==> src/rtl/core_pkg.sv <==
// Shared core types: decode enums, redirect FSM states and BHT counter helpers.
package core_pkg;

   typedef enum logic [2:0] {
      BR_NONE = 3'd0,
      BEQ     = 3'd1,
      BNE     = 3'd2,
      BLT     = 3'd3,
      BGE     = 3'd4,
      BLTU    = 3'd5,
      BGEU    = 3'd6
   } br_cond_e;

   typedef enum logic [6:0] {
      OP_LOAD  = 7'b0000011,
      OP_IMM   = 7'b0010011,
      OP_AUIPC = 7'b0010111,
      OP_STORE = 7'b0100011,
      OP_REG   = 7'b0110011,
      OP_LUI   = 7'b0110111,
      BRANCH   = 7'b1100011,
      JUMP_R   = 7'b1100111,
      JUMP     = 7'b1101111
   } rv32_opcodes_e;

   typedef enum logic {
      IDLE     = 1'b0,
      REDIRECT = 1'b1
   } redir_state_e;

   localparam int BHT_CNT_W = 2;
   typedef logic [BHT_CNT_W-1:0] bht_cnt_t;

   function automatic logic is_cond_br(br_cond_e c);
      return c inside {BEQ, BNE, BLT, BGE, BLTU, BGEU};
   endfunction

   // 2-bit saturating counter step
   function automatic bht_cnt_t bht_cnt_next(bht_cnt_t c, logic taken);
      if (taken) return (c == '1) ? c : c + bht_cnt_t'(1);
      else       return (c == '0) ? c : c - bht_cnt_t'(1);
   endfunction

endpackage

==> src/rtl/branch_comp.sv <==
// Operand comparator: resolves conditional branch direction; jumps are always taken.
module branch_comp
   import core_pkg::*;
(
   input  logic [31:0]   rs1_i,
   input  logic [31:0]   rs2_i,
   input  br_cond_e      br_cond_i,
   input  rv32_opcodes_e opcode_i,
   output logic          branch_taken_o
);

   always_comb begin
      branch_taken_o = 1'b0;
      case (br_cond_i)
         BEQ:     branch_taken_o = (rs1_i == rs2_i);
         BNE:     branch_taken_o = (rs1_i != rs2_i);
         BLT:     branch_taken_o = ($signed(rs1_i) <  $signed(rs2_i));
         BGE:     branch_taken_o = ($signed(rs1_i) >= $signed(rs2_i));
         BLTU:    branch_taken_o = (rs1_i <  rs2_i);
         BGEU:    branch_taken_o = (rs1_i >= rs2_i);
         default: branch_taken_o = (opcode_i == JUMP) || (opcode_i == JUMP_R);
      endcase
   end

endmodule

==> src/rtl/branch_resolve_ctrl.sv <==
// EX-stage branch resolution: misprediction detect, fetch redirect handshake and BHT ownership.
// Redirect handshake: redir_valid_o stays high and redir_pc_o holds until a cycle with redir_ready_i high.
module branch_resolve_ctrl
   import core_pkg::*;
#(
   parameter int       BHT_IDX_W = 6,
   parameter bht_cnt_t CNT_INIT  = 2'b01
)(
   input  logic          clk_i,
   input  logic          rst_i,
   input  logic          ex_valid_i,
   input  logic [31:0]   ex_pc_i,
   input  logic [31:0]   ex_imm_i,
   input  logic [31:0]   rs1_i,
   input  logic [31:0]   rs2_i,
   input  br_cond_e      br_cond_i,
   input  rv32_opcodes_e opcode_i,
   input  logic          pred_taken_i,
   input  logic [31:0]   pred_target_i,
   output logic          flush_o,
   output logic          stall_o,
   output logic          redir_valid_o,
   output logic [31:0]   redir_pc_o,
   input  logic          redir_ready_i,
   input  logic [31:0]   if_pc_i,
   output logic          bht_pred_o,
   output logic [31:0]   mispred_cnt_o,
   output logic          dbg_state_o
);

   localparam int BHT_N = 1 << BHT_IDX_W;

   redir_state_e         state_q, state_d;
   logic                 taken, is_cond, is_cf, mispredict, bht_upd;
   logic [31:0]          target, next_pc;
   logic [31:0]          redir_pc_q, mispred_cnt_q;
   logic [BHT_IDX_W-1:0] ex_idx, if_idx;
   bht_cnt_t             bht_q [BHT_N];
   logic                 unused_if_pc;

   branch_comp u_branch_comp (
      .rs1_i          (rs1_i),
      .rs2_i          (rs2_i),
      .br_cond_i      (br_cond_i),
      .opcode_i       (opcode_i),
      .branch_taken_o (taken)
   );

   assign ex_idx       = ex_pc_i[BHT_IDX_W+1:2];
   assign if_idx       = if_pc_i[BHT_IDX_W+1:2];
   assign unused_if_pc = ^{if_pc_i[31:BHT_IDX_W+2], if_pc_i[1:0]};

   always_comb begin
      is_cond = is_cond_br(br_cond_i);
      is_cf   = is_cond || (opcode_i == JUMP) || (opcode_i == JUMP_R);
      if (!is_cond && opcode_i == JUMP_R) target = (rs1_i + ex_imm_i) & ~32'h1;
      else                                target = ex_pc_i + ex_imm_i;
      next_pc    = taken ? target : ex_pc_i + 32'd4;
      // Only IDLE resolves: while a redirect is pending the EX slot is stale.
      mispredict = ex_valid_i && is_cf && (state_q == IDLE) &&
                   ((taken != pred_taken_i) || (taken && (target != pred_target_i)));
      bht_upd    = ex_valid_i && is_cond && (state_q == IDLE);
   end

   always_ff @(posedge clk_i or posedge rst_i) begin
      if (rst_i) state_q <= IDLE;
      else       state_q <= state_d;
   end

   always_comb begin
      state_d = state_q;
      case (state_q)
         IDLE:     if (mispredict)    state_d = REDIRECT;
         REDIRECT: if (redir_ready_i) state_d = IDLE;
         default:                     state_d = IDLE;
      endcase
   end

   always_comb begin
      flush_o       = mispredict;
      stall_o       = (state_q == REDIRECT);
      redir_valid_o = (state_q == REDIRECT);
      dbg_state_o   = state_q;
   end

   always_ff @(posedge clk_i or posedge rst_i) begin
      if (rst_i) begin
         redir_pc_q    <= 32'h0;
         mispred_cnt_q <= 32'h0;
      end else if (mispredict) begin
         redir_pc_q    <= next_pc;
         mispred_cnt_q <= mispred_cnt_q + 32'd1;
      end
   end

   always_ff @(posedge clk_i or posedge rst_i) begin
      if (rst_i) begin
         for (int i = 0; i < BHT_N; i++) bht_q[i] <= CNT_INIT;
      end else if (bht_upd) begin
         bht_q[ex_idx] <= bht_cnt_next(bht_q[ex_idx], taken);
      end
   end

   // Lookup reads the pre-update counter; no same-cycle bypass.
   assign bht_pred_o    = bht_q[if_idx][BHT_CNT_W-1];
   assign redir_pc_o    = redir_pc_q;
   assign mispred_cnt_o = mispred_cnt_q;

endmodule

==> config.mk <==
export PLATFORM = sky130hd
export DESIGN_NAME = branch_resolve_ctrl
export DESIGN_NICKNAME = d
export VERILOG_FILES = /design/src/rtl/core_pkg.sv /design/src/rtl/branch_comp.sv /design/src/rtl/branch_resolve_ctrl.sv
export SDC_FILE = /design/constraint.sdc
export NUM_CORES = 1
export LEC_CHECK = 0
export ABC_AREA = 1
export BUFFER_PORTS_ARGS = -buffer_cell sky130_fd_sc_hd__clkbuf_2
export CELL_PAD_IN_SITES_DETAIL_PLACEMENT = 1
export CELL_PAD_IN_SITES_GLOBAL_PLACEMENT = 1
export CORE_UTILIZATION = 41
export DETAILED_ROUTE_END_ITERATION = 8
export HOLD_SLACK_MARGIN = 0.1
export PLACE_DENSITY = 0.89
export SYNTH_ARGS = -nofsm -noshare
export SYNTH_HDL_FRONTEND = slang
export SYNTH_HIERARCHICAL = 1
export SYNTH_SLANG_ARGS = --single-unit
==> constraint.sdc <==
create_clock -name clk_i -period 7.5 [get_ports clk_i]
set_clock_uncertainty 0.1 [all_clocks]
set_input_delay 0.375 -clock clk_i [delete_from_list [all_inputs] [get_ports clk_i]]
set_output_delay 0.375 -clock clk_i [all_outputs]
set_load 0.005 [all_outputs]
# Word-level counts from Yosys, hierarchy flattened
# Cells that the tools add are included.
# classes
n_eq_ne	13
addsub	6
muxes	19
bitwise	3
n_reduce_logical	15
order_cmp	7
# ops
operator	n
$bwmux W128	1
$add A32 B32 Y32	2
$ge A32 B32 Y1	2
$lt A32 B32 Y1	2
$mux W32	2
$ne A32 B32 Y1	2
$add A32 B1 Y32 const B	1
$add A32 B3 Y32 const B	1
$eq A32 B32 Y1	1
$bmux W2 S6	2
$mux W2	9
$eq A7 B7 Y1 const B	2
$ge A7 B7 Y1 const B	2
$not A6 Y7	2
$demux W2 S6	1
$eq A3 B3 Y1 const B	3
$logic_and A1 B1 Y1	8
$lt A7 B1 Y1 const B	1
$eq A3 B2 Y1 const B	2
$pmux W1 S6	1
$reduce_bool A6 Y1	1
$logic_or A1 B1 Y1	4
$eq A3 B1 Y1 const B	1
$add A2 B1 Y2 const B	1
8 further kinds	9
# word_totals
regBits	193
out_inout_bits	69
elab_cells	130

# Logic depth before layout (Yosys ltp)
# depth
word_depth	11
ltp_mapped	34
mapped_depth_nobuf	31

# By module
# The synthesis kept the hierarchy.
# modules_own_cells
module	cells_per_inst	seq_area_each_um2	area_per_inst_um2	instances
branch_resolve_ctrl	2793	4909.7	16930.0	1
branch_comp	174	0.0	1046.0	1

# Least setup slack after synthesis
# OpenSTA, ideal clock, no wires.
# synth_path
kind	input port to output port
start	input port rs2_i[17]
end	output port flush_o
n_path_buf	3
path_stages	30
path_slack_ps	4106
arrival_ps	2919
cell_sequence	inv_1 > ha_1 > nand2_1 > nand2_1 > nand2_1 > nand2_1 > nand2_1 > nand3_1 > a21oi_2 > nand2_1 > nand2_1 > nand2_1 > nor2_2 > nor2_1 > nand3_1 > clkbuf_1 > nand2_1 > nand3b_1 > nor2_1 > nand2_1 > nor2_1 > nand3_1 > nor2_1 > nand3_1 > nor2_1 > nand3_1 > nand2_2 > buf_6 > buf_6 > inv_1
# synth_via
elab_chain_len	5
# synth_rtl
item	line_no	rtl
start, declared	branch_resolve_ctrl.sv:15	input logic [31:0] rs2_i,
$ge A32 B32 Y1, or another cell as far along	branch_comp.sv:20	BGEU: branch_taken_o = (rs1_i >= rs2_i);
$pmux W1 S6 *	branch_comp.sv:14	case (br_cond_i)
named net taken	branch_resolve_ctrl.sv:34	logic taken, is_cond, is_cf, mispredict, bht_upd;
$ne A1 B1 Y1 / $logic_and A1 B1 Y1 (equally long branches)	branch_resolve_ctrl.sv:61	((taken != pred_taken_i) || (taken && (target != pred_target_i)));
$logic_or A1 B1 Y1 *	branch_resolve_ctrl.sv:61	
$logic_and A1 B1 Y1 *	branch_resolve_ctrl.sv:60	mispredict = ex_valid_i && is_cf && (state_q == IDLE) &&
end, declared	branch_resolve_ctrl.sv:20	output logic flush_o,
# Mark *: on every way through the listed nets, which the timed path passes. The rest lies on a longest branch.

# Worst setup path after layout
# layout_path
start	input port rs1_i[31]
end	output port flush_o
# layout_rtl
item	line_no	rtl
start, declared	branch_resolve_ctrl.sv:14	input logic [31:0] rs1_i,
$ge A32 B32 Y1, or another cell as far along	branch_comp.sv:20	
$pmux W1 S6 *	branch_comp.sv:14	
named net taken	branch_resolve_ctrl.sv:34	
$ne A1 B1 Y1 / $logic_and A1 B1 Y1 (equally long branches)	branch_resolve_ctrl.sv:61	
$logic_or A1 B1 Y1 *	branch_resolve_ctrl.sv:61	
$logic_and A1 B1 Y1 *	branch_resolve_ctrl.sv:60	
# Marks and branches as above.

==> metrics <==
IO Pins ~280; PortBufs 249; Mean Syn Cell Area around 6.1 sq um; starting density of the core 41.6%; placed insts 3741; Async S/R FF share, synth 100%; Clock Path Buffers 2; CP arrival between 4000 and 5000 ps; post-synthesis register bit count 193; CTS tree done; share of layout cells above drive strength 1 13.2%; synth warn 6; Rows 76; CP max stage delay 510 ps; power per cell area 167 mW/mm^2; vias 20909; RSZ-0062 raised after global routing no; Peak Freq around 0.21 GHz; cell with the most instances after synthesis nand2_1; Post-synth EDFFs 0; met3 Resource Use GR 3.93%; Crit Path Category primary input to output port; measured slew at the worst slew-check pin roughly 1300 ps; CP endpoint kind output port; hold slack 179 ps; area grow syn2layout 12.8%; Post-Place Setup Slack approximately 2600 ps; fin worst setup slack 2620 ps; busiest layer in global routing met2; CORE AREA 0.0432 sq mm; R2R cell count 11; vias in the first global route roughly 22000; Slowest-stage cell, CP nand2_2; Pleak 11.1 nW; Initial DRC Count 1324; wire per inst just under 20 um; Top FF cell, synth dfrtp_1; grt met2 use 55.9%; clk_lat worst skew 480 ps; Die W 211 um; Root Driver clkbuf_16; clock tree sinks 193; total track usage 32.5%; largest area contributor in the netlist nand2_1; Fin. Hold Viols 0; Synth area leaders nand2_1 23%, dfrtp_1 18%, dfstp_2 9.4%, inv_1 9.2%, nand3_1 7.6%; initial antenna violation count 2; critical path launch point type primary input; Mapped Cells between 2000 and 3000; status complete, no violations; dpl hpwl 57300 um; # DRC 0; CP most frequent cell nand3_1; FF-to-FF End bht_q[13]; peak supply drop 0.198 mV; gr ovfl total 0; setup bufs post-CTS 0; max cap viols 0; routability cong. 0.945; critical path required time 7030 ps; cts bufs inserted 17; largest net degree at the start of global routing 72; final net count 3481; Final Power 3.39 mW; H-Tree Depth 4; M1 GR Usage 39.9%; Final setup viols 0; final non-filler cell total 3776; Distinct cells, synth 53; register area share after synthesis 27.3%; crit share post-route 65.0%; max-slew violations 0; crit-path cells clkbuf_2, ha_1, a21oi_1, o21a_2, nand2_1, a21oi_2, nand3_1, nand3_1, nand2_1, nand3_1, nand2_1, nand3b_1, nor2_1, nand2_1, nor2_1, nand3_1, nor2_1, nand3_1, nor2_1, nand3_2, nand2_2, inv_1, clkbuf_2; router iterations before antenna repair 6; Clock Pin Slew Worst Setup and Hold Paths 90 ps; Post-Syn Nets roughly 3300; global-route wire length before repair between 100000 and 150000 um; Setup crit end flush_o; HP Class primary input to flop; Critical R2R Launch bht_q[39]; Post-synth top cells 1093 x nand2_1, 440 x inv_1, 274 x nand3_1, 269 x nor2_1, 129 x dfrtp_1; mapped cell area between 0.015 and 0.02 sq mm; Die H 211 um; CP Max Fanout 33; internal reg-to-reg setup slack 3990 ps; Period minus WS final between 4000 and 5000 ps; Setup TNS Final 0 ps; Die ar. 0.0447 sq mm; total wire length 72600 um; max_slew headroom between 15 and 20%; share of the synthesized area in the top cell type a little under a quarter; ANT nets after route 0; drt via density 5.54; Worst Setup SP rs1_i[31]
-- critical path: cells and delay by family --
kind	cells	cell delay [ps]
fa+ha+maj	1	430
buf+inv	3	360
simple gates	16	2490
compound gates	3	720
-- cells by family after synthesis --
kind of cell,count (synthesis),share of synthesized area (%)
simple gates,1775,41.4
buf+inv,535,12.0
compound gates,318,10.1
flops,193,27.3
fa+ha+maj,97,6.84
xor+xnor,49,2.39
-- where the power goes --
group          total, mW  internal, mW  switching [mW]
registers           1.28          1.19          0.0890
clock network      0.954         0.453           0.501
logic               1.16         0.373           0.783
total               3.39          2.02            1.37
-- layout by cell type (no fill, tap or decap), types with 12 or more instances in the layout --
master     netlist  layout
dfstp_2         64      64
nand2_1       1093    1093
nor2_1         269     269
a221oi_1        13      13
o21ai_0        102     102
clkbuf_2         0     249
o22ai_1         17      17
dfrtp_1        129     129
nand3b_1        23      23
inv_1          440     439
nand2_2         15      15
nand4_1         38      38
nor2_2          12      12
nor3_1          27      27
inv_2           16      16
clkbuf_16        0      17
ha_1            95      95
xor2_1          28      28
a21oi_1         68      67
xnor2_1         21      21
a22oi_1         18      18
nand3_1        274     273
o21ai_1         61      61
-- what timing repair did --
action                                 in CTS  in global routing
gates resized for setup                     0                  0
hold buffers                                2                  0
setup endpoints to repair                   0                  0
endpoints found under the hold margin      60                  0
-- flip-flops by register name, summed over array words and instances (netlist names) --
register / count
bht_q: 128
dbg_state_o: 1
mispred_cnt_o: 32
redir_pc_o: 32
-- metrics by stage --
step	util [%]	instance area [sq um]
3_5_place_dp	45.5	19600
2_1_floorplan	-	18000
4_1_cts	47.0	20300
3_3_place_gp	45.5	19600
6_report	47.0	20300
5_1_grt	47.0	20300
-- per-layer routing --
metal | share of wire (%) | wire [um]
met5 | 0.026 | 19
met4 | 4.6 | 3320
met3 | 5.1 | 3730
met2 | 48 | 35100
met1 | 42 | 30400
-- worst min-delay path by stage --
stage                          start            end  slack (ps)  cells after the start
after floorplan            bht_q[66]      bht_q[66]         350                      2
after global placement     bht_q[16]      bht_q[16]         350                      2
after detailed placement   bht_q[92]      bht_q[92]         360                      2
after CTS                 ex_pc_i[0]  redir_pc_o[0]         170                      5
after global routing      ex_pc_i[0]  redir_pc_o[0]         240                      5
final                     ex_pc_i[0]  redir_pc_o[0]         180                      5
-- layout make-up --
type,instances,area [sq um]
fillers,6131,22900
clock inverters,15,180
multi-input cells,2239,10900
repair buffers,262,1350
clock buffers,17,425
well taps,585,732
inverters,464,1750
diodes,1,2.50
flip-flops and latches,193,4910
No activity file was read; power rests on OpenSTA's default activity.
